<file path="config.mk">
export PLATFORM = sky130hd
export DESIGN_NAME = pool2d_stream
export DESIGN_NICKNAME = d
export VERILOG_FILES = /design/src/rtl/pool_pkg.sv /design/src/rtl/pool_line_buf.sv /design/src/rtl/pool2d_stream.sv
export SDC_FILE = /design/constraint.sdc
export NUM_CORES = 1
export LEC_CHECK = 0
export BUFFER_PORTS_ARGS = -buffer_cell sky130_fd_sc_hd__buf_4
export CORE_UTILIZATION = 30
export DETAILED_ROUTE_END_ITERATION = 7
export SLEW_MARGIN = 20
export SYNTH_ARGS = -nofsm -noshare
export SYNTH_HDL_FRONTEND = slang
export SYNTH_SLANG_ARGS = --single-unit
</file>
<file path="constraint.sdc">
create_clock -name clk -period 5.91 [get_ports clk]
set_input_delay 0.2955 -clock clk [delete_from_list [all_inputs] [get_ports clk]]
set_output_delay 0.2955 -clock clk [all_outputs]
set_load 0.1 [all_outputs]
</file>
<file path="src/rtl/pool_pkg.sv">
// Shared definitions for the 2x2 pooling stream: mode encoding and the
// horizontal pair combine used on both rows of a window.
package pool_pkg;

    typedef enum logic {
        POOL_MAX = 1'b0,
        POOL_AVG = 1'b1
    } pool_mode_e;

    // Widest pixel the pair function handles; callers zero-extend and truncate.
    localparam int PAIR_MAX_W = 32;

    // Max mode keeps the larger pixel, avg mode keeps the full-width sum.
    function automatic logic [PAIR_MAX_W:0] pair_combine(
        input pool_mode_e            mode,
        input logic [PAIR_MAX_W-1:0] a,
        input logic [PAIR_MAX_W-1:0] b
    );
        logic [PAIR_MAX_W:0] res;
        if (mode == POOL_AVG) begin
            res = {1'b0, a} + {1'b0, b};
        end else begin
            res = (a > b) ? {1'b0, a} : {1'b0, b};
        end
        return res;
    endfunction

endpackage

</file>
<file path="src/rtl/pool_line_buf.sv">
// Line buffer holding the top-row pair results of each window column.
// One write port, asynchronous read port, contents are not reset.
module pool_line_buf #(
    parameter int DEPTH = 2,
    parameter int WIDTH = 9,
    parameter int AW    = 1
) (
    input  logic             clk,
    input  logic             wr_en,
    input  logic [AW-1:0]    wr_addr,
    input  logic [WIDTH-1:0] wr_data,
    input  logic [AW-1:0]    rd_addr,
    output logic [WIDTH-1:0] rd_data
);

    logic [WIDTH-1:0] mem [DEPTH];

    always_ff @(posedge clk) begin
        if (wr_en) begin
            mem[wr_addr] <= wr_data;
        end
    end

    assign rd_data = mem[rd_addr];

endmodule

</file>
<file path="src/rtl/pool2d_stream.sv">
// Streaming 2x2 / stride-2 max or average pooling over a raster-order frame,
// with a one-deep output register and valid/ready flow control on both sides.
module pool2d_stream
    import pool_pkg::*;
#(
    parameter int DATA_W = 8,
    parameter int IMG_W  = 4,
    parameter int IMG_H  = 4
) (
    input  logic              clk,
    input  logic              rst_n,
    input  logic              mode_avg,
    input  logic              in_valid,
    output logic              in_ready,
    input  logic [DATA_W-1:0] in_data,
    output logic              out_valid,
    input  logic              out_ready,
    output logic [DATA_W-1:0] out_data,
    output logic              out_last
);

    localparam int CW    = $clog2(IMG_W);
    localparam int RW    = $clog2(IMG_H);
    localparam int DEPTH = IMG_W / 2;
    localparam int AW    = (DEPTH > 1) ? $clog2(DEPTH) : 1;

    logic [CW-1:0]     col_q, col_d;
    logic [RW-1:0]     row_q, row_d;
    logic [DATA_W-1:0] held_q, held_d;
    pool_mode_e        mode_q, mode_d;
    logic              out_valid_q, out_valid_d;
    logic [DATA_W-1:0] out_data_q, out_data_d;
    logic              out_last_q, out_last_d;

    logic              accept;
    logic              last_col, last_row;
    logic              lb_we, win_done;
    logic [AW-1:0]     lb_addr;
    logic [DATA_W:0]   pair, lb_rd;
    logic [DATA_W-1:0] win_val;

    assign in_ready = !out_valid_q || out_ready;
    assign accept   = in_valid && in_ready;
    assign last_col = (col_q == CW'(IMG_W - 1));
    assign last_row = (row_q == RW'(IMG_H - 1));
    assign lb_addr  = AW'(col_q >> 1);
    assign lb_we    = accept && !row_q[0] && col_q[0];
    assign win_done = accept &&  row_q[0] && col_q[0];

    assign pair = (DATA_W+1)'(pair_combine(mode_q, PAIR_MAX_W'(held_q), PAIR_MAX_W'(in_data)));

    // Vertical combine of the bottom pair with the stored top pair.
    assign win_val = (mode_q == POOL_AVG)
                   ? DATA_W'(({1'b0, pair} + {1'b0, lb_rd}) >> 2)
                   : DATA_W'((pair > lb_rd) ? pair : lb_rd);

    pool_line_buf #(
        .DEPTH (DEPTH),
        .WIDTH (DATA_W + 1),
        .AW    (AW)
    ) u_line_buf (
        .clk     (clk),
        .wr_en   (lb_we),
        .wr_addr (lb_addr),
        .wr_data (pair),
        .rd_addr (lb_addr),
        .rd_data (lb_rd)
    );

    always_comb begin
        col_d       = col_q;
        row_d       = row_q;
        held_d      = held_q;
        mode_d      = mode_q;
        out_valid_d = out_valid_q;
        out_data_d  = out_data_q;
        out_last_d  = out_last_q;

        if (accept) begin
            col_d = last_col ? '0 : col_q + 1'b1;
            if (last_col) begin
                row_d = last_row ? '0 : row_q + 1'b1;
            end
            if (!col_q[0]) begin
                held_d = in_data;
            end
            if (col_q == '0 && row_q == '0) begin
                mode_d = pool_mode_e'(mode_avg);
            end
        end

        // A window completion is only possible when in_ready is high, so any
        // pending output is being consumed on the same edge.
        if (win_done) begin
            out_valid_d = 1'b1;
            out_data_d  = win_val;
            out_last_d  = last_row && last_col;
        end else if (out_ready) begin
            out_valid_d = 1'b0;
        end
    end

    always_ff @(posedge clk or negedge rst_n) begin
        if (!rst_n) begin
            col_q       <= '0;
            row_q       <= '0;
            held_q      <= '0;
            mode_q      <= POOL_MAX;
            out_valid_q <= 1'b0;
            out_data_q  <= '0;
            out_last_q  <= 1'b0;
        end else begin
            col_q       <= col_d;
            row_q       <= row_d;
            held_q      <= held_d;
            mode_q      <= mode_d;
            out_valid_q <= out_valid_d;
            out_data_q  <= out_data_d;
            out_last_q  <= out_last_d;
        end
    end

    assign out_valid = out_valid_q;
    assign out_data  = out_data_q;
    assign out_last  = out_last_q;

endmodule

</file>
# After elaboration in Yosys (flattened, before gate mapping)
# Memory sizes are Yosys's and may differ from the RTL's.
# Cells that the tools add are included.
classes:
  bitwise: 1
  n_mux: 10
  eq_ne: 2
  magnitude_cmp: 2
  reduce_logical: 16
  add_sub_neg: 4
ops:
  columns: ["op", "n"]
  rows:
  - ["8-bit 2-to-1 mux", 3]
  - ["9-bit by 9-bit adder with 10-bit output", 1]
  - ["8-bit by 8-bit adder with 9-bit output", 1]
  - ["9-bit > comparator", 1]
  - ["9-bit 2-to-1 mux", 1]
  - ["8-bit > comparator", 1]
  - ["1-bit logical AND", 7]
  - ["2-bit AND reduction", 3]
  - ["2-bit by 1-bit adder with 2-bit output (second input constant)", 2]
  - ["2-bit equality test (second input constant)", 2]
  - ["2-bit logical NOT", 2]
  - ["1-bit 2-to-1 mux", 4]
  - ["2-bit 2-to-1 mux", 2]
  - ["1-bit logical NOT", 2]
  - ["2-bit nonzero test", 1]
  - ["1-bit logical OR", 1]
  - ["1-bit NOT", 1]
word_totals:
  memories: 1
  ramBits: 18
  regBits: 23
  elab_cells: 43
  out_inout_bits: 11
mem_list:
  columns: ["name", "words", "width", "rd", "rd_clocked_by_memory_dff", "write_ports", "line", "source"]
  rows:
  - ["u_line_buf.mem", 2, 9, 1, 0, 1, "pool_line_buf.sv:16", "logic [WIDTH-1:0] mem [DEPTH];"]

# Longest topological paths before layout
depth:
  word_depth: 7
  mapped_depth: 17

# Modules after synthesis
# A second synthesis with hierarchy kept.
unflattened:
  hier_cells: 326
  hier_area_um2: 3228.1
modules_own_cells:
  columns: ["module", "cells_each", "seq_area_each_um2", "n_inst", "area_each_um2"]
  rows:
  - ["pool2d_stream", 296, 575.6, 1, 2528.7]
  - ["pool_line_buf", 30, 540.5, 1, 699.4]

# Worst setup path after synthesis
# OpenSTA, ideal clock, no wires.
synth_path:
  path_kind: "reg-to-reg"
  start: "register held_q[3]"
  end: "register out_data_q[4] (netlist: out_data[4])"
  stages_incl_launch_ff: 17
  t_arrival_ns: 3.243
  required_ns: 5.789
  path_slack_ns: 2.546
  path_buffers: 2
  synth_period_minus_slack_ns: 3.364
  setup_time_ns: 0.121
  cell_sequence: "dfrtp_1 -> ha_1 -> and4_1 -> buf_2 -> nand2_1 -> nand2_1 -> o211ai_1 -> nand3_1 -> a21boi_0 -> ha_1 -> o211ai_2 -> o221ai_1 -> a31oi_1 -> or2_0 -> buf_2 -> a221o_1 -> o22a_1"
synth_between:
  elab_chain_len: 6
  word_cells_on_any_way: 8
  cone_classes: "add/sub: 2; order compare: 2; mux: 4"
synth_rtl:
  columns: ["element", "line", "source"]
  rows:
  - ["start: declaration", "pool2d_stream.sv:29", "logic [DATA_W-1:0] held_q, held_d;"]
  - ["start signal: assignment", "pool2d_stream.sv:115", "held_q <= held_d;"]
  - ["8-bit > comparator", "pool_pkg.sv:23", "res = (a > b) ? {1'b0, a} : {1'b0, b};"]
  - ["8-bit 2-to-1 mux", "pool_pkg.sv:23", null]
  - ["9-bit 2-to-1 mux *", "pool_pkg.sv:20", "if (mode == POOL_AVG) begin"]
  - ["named net pair[5]", "pool2d_stream.sv:39", "logic [DATA_W:0] pair, lb_rd;"]
  - ["9-bit > comparator", "pool2d_stream.sv:55", ": DATA_W'((pair > lb_rd) ? pair : lb_rd);"]
  - ["8-bit 2-to-1 mux", "pool2d_stream.sv:55", null]
  - ["8-bit 2-to-1 mux *", "pool2d_stream.sv:54", "? DATA_W'(({1'b0, pair} + {1'b0, lb_rd}) >> 2)"]
  - ["end signal: assignment", "pool2d_stream.sv:118", "out_data_q <= out_data_d;"]
  - ["end: declaration", "pool2d_stream.sv:32", "logic [DATA_W-1:0] out_data_q, out_data_d;"]
# Mark *: on every way through the listed nets, which the timed path passes. The rest lies on a longest branch.
# A chain may end at the register's enable or synchronous reset.

# Worst setup path after layout
layout_path:
  start: "register held_q[5]"
  end: "register out_data_q[5] (netlist: out_data[5])"
layout_between:
  elab_chain_len: 6
  word_cells_on_any_way: 8
  cone_classes: "add/sub: 2; order compare: 2; mux: 4"
layout_rtl:
  columns: ["element", "line"]
  rows:
  - ["8-bit > comparator *", "pool_pkg.sv:23"]
  - ["8-bit 2-to-1 mux *", "pool_pkg.sv:23"]
  - ["9-bit 2-to-1 mux *", "pool_pkg.sv:20"]
  - ["named net pair[1]", "pool2d_stream.sv:39"]
  - ["9-bit > comparator", "pool2d_stream.sv:55"]
  - ["8-bit 2-to-1 mux", "pool2d_stream.sv:55"]
  - ["8-bit 2-to-1 mux *", "pool2d_stream.sv:54"]
# Marks and branches as above.

==> metrics.txt <==
worst r2r dst out_data[5]; Starting DRT DRC Count 89; TritonCTS Buffers 5; WHS Endpoint mode_q; FF/Latch Area 1120 µm²; Worst EP arrival 4340 ps; Die W 104 µm; Post-synth ARST share 0.561; status finished, final reports clean; Multi-input gate area approximately 1900 µm²; Die Span Y 104 µm; DP HPWL 5.88 mm; diodes inserted 0; Fill cells 1057; register area share after synthesis 0.355; core area 10200 µm²; highest-count cells in the layout ignoring fill and taps ha_1 (39), inv_1 (34), buf_4 (25), dfrtp_1 (23); simple-gate portion of the synthesized area 0.126; placed cells 480; DIE AREA ~11000 µm²; Tightest Pin Transition slightly above 900 ps; Compound-Gate Fraction of Synth Area 0.217; initial antenna violation count 0; crit share post-route 0.704; mux cell area share after synthesis 0.0509; Rows 37; CTS tree yes; Layout Skew 5.29 ps; FF-to-FF Start held_q[5]; Hold Crit Start mode_avg; ys flop type dfrtp_1; non-filler cells, final 489; drt first pass iters 4; Req. time, crit path 6090 ps; pin count of the biggest net entering global routing 29; CP Capture Type register; r2r setup slk approximately 1800 ps; Max Slew Vio Count 0; CP Class reg2reg; port bufs 23; drt drc 0; Post-Synth XOR/XNOR Area 0.0334; Netlist Area Pre-Place 3150 µm²; Post-synth EDFFs 18; CTS sink cnt 41; #FFs+latches synth between 40 and 50; fraction of layout cells with a size suffix above 1 0.125; vias in the first global route 2521; routed vias 2455; final wirelength 7.29 mm; max cap viols 0; unrepaired setup endpoints after global routing false; H-Tree Depth 2; first-pass GRT wire length approximately 12 mm; post-DR wirelength/cell 14.9 µm; initial core utilization 0.307; global route overflow 0; setup_tns 0 ps; number of setup violations in the final report 0; crit path time final 4160 ps; post-synth net total roughly 380; leading cell type in the layout, fill and taps excluded ha_1; Cells after Synth 328; synthesized area per cell 9.59 µm²; CP startpoint kind register; ANT nets after route 0; Clock Tree Root clkbuf_8; largest family of logic cells by synthesized area compound AO/OA/AOI/OAI gates; layout overhead on the synthesized area 12.8%; Total GRT Usage 0.141; Worst Hold Class in2reg; vias per inst around 5.0; Final Hold Viols 0; Crit Path Max Fanout 6; Rel. slew slack 0.392; fmax 0.240 GHz; synth warn 0; GPL Wtd Cong roughly 0.85; hold path depth 2; fin nets 405; Clock Latency Late Sink 290 ps; maximum root-to-sink buffer count 2; reg2reg path depth 13; Distinct cells, synth 51; Post-Synth Adder-Cell Area 0.161; Top Ports 24; CTS clock-pin slew for the worst setup and hold paths ~80 ps
==> cell type report <==
class                           count  share of cell area
Clock inverter                      3             0.00353
Timing Repair Buffer               26              0.0557
Sequential cell                    41               0.315
Clock buffer                        5              0.0194
Multi-Input combinational cell    243               0.522
Tap cell                          136              0.0480
Inverter                           35              0.0370
==> state kept, by name (all words and copies together) (netlist names) <==
name            cells
row_q               2
u_line_buf.mem     18
out_data            8
mode_q              1
held_q              8
col_q               2
out_last            1
out_valid           1
==> synth_stat cells, types with 2 or more instances <==
| cell type | n | area, µm² |
|---|---|---|
| ha_1 | 39 | 488 |
| inv_1 | 34 | 128 |
| dfrtp_1 | 23 | 576 |
| a21oi_1 | 20 | 100 |
| nand2_1 | 20 | 75.1 |
| edfxtp_1 | 18 | 541 |
| nor2_1 | 18 | 67.6 |
| o21ai_0 | 16 | 80.1 |
| a211oi_1 | 11 | 82.6 |
| o211ai_1 | 9 | 67.6 |
| mux2_2 | 8 | 90.1 |
| nand2b_1 | 8 | 50.1 |
| nor3_1 | 8 | 40.0 |
| xnor2_1 | 8 | 70.1 |
| mux2i_1 | 7 | 70.1 |
| a31oi_1 | 5 | 31.3 |
| nand3_1 | 5 | 25.0 |
| o21bai_1 | 5 | 37.5 |
| o31ai_1 | 5 | 37.5 |
| a21o_1 | 4 | 30.0 |
| buf_2 | 4 | 20.0 |
| clkbuf_1 | 4 | 15.0 |
| nand3b_1 | 4 | 30.0 |
| o211a_1 | 4 | 40.0 |
| xor2_1 | 4 | 35.0 |
| a21boi_0 | 3 | 22.5 |
| a221o_1 | 2 | 20.0 |
| a221oi_1 | 2 | 17.5 |
| and2_1 | 2 | 12.5 |
| and4_1 | 2 | 17.5 |
| nand4_1 | 2 | 12.5 |
| nor2b_1 | 2 | 12.5 |
| o22a_1 | 2 | 17.5 |
| o311a_1 | 2 | 20.0 |
| or3_1 | 2 | 12.5 |
==> per-layer routing <==
layer,wire length [µm],vias to the layer above,global-route usage,part of all wire
met4,64,0,0.0316,0.0088
met2,3810,23,0.262,0.52
met3,130,6,0.0169,0.018
met5,0,-,0,0
li1,-,1247,-,-
met1,3290,1179,0.172,0.45
==> what timing repair did <==
item | CTS | global route
endpoints found under the hold margin | 23 | 0
hold buffers | 1 | 0
buffers inserted | 0 | 0
setup endpoints to repair | 0 | 0
gates resized for setup | 0 | 0
==> cells by family (layout without fill, tap and decap cells) <==
kind of cell    after synthesis  after routing
buf+inv                      44             69
flops                        41             41
simple gates                 78             78
mux                          15             15
fa+ha+maj                    40             40
xor+xnor                     12             12
compound gates               98             98
==> worst max-delay path by stage <==
stage / start / endpoint / cells after the start
finish: held_q[5] / out_data[5] / 13
global route: held_q[5] / out_data[5] / 13
CTS: held_q[5] / out_data[5] / 13
detailed placement: in_data[1] / out_data[5] / 16
global placement: in_data[1] / out_data[5] / 16
floorplan: held_q[3] / out_data[4] / 16
==> metrics by stage <==
step	util	instance area (µm²)	worst slack, ps	hold slack (ps)
2_1_floorplan	-	3150	2550	-0.0911
3_3_place_gp	0.338	3460	1790	219
3_5_place_dp	0.338	3460	1660	223
4_1_cts	0.347	3550	1720	224
5_1_grt	0.347	3550	1280	234
6_report	0.347	3550	1750	233
==> critical path, stage by stage, from the launching register on <==
cell,delay (ps)
dfrtp_1,430
ha_1,350
a211oi_1,290
o21bai_1,210
o21ai_0,520
a21oi_1,140
mux2i_1,390
ha_1,270
nor2b_1,80
o311ai_1,480
a21oi_1,210
xnor2_1,170
a221o_1,350
o22a_1,150
Power is not shown: default switching activity piles up to over one toggle a cycle in this logic, so the estimate is an artifact.
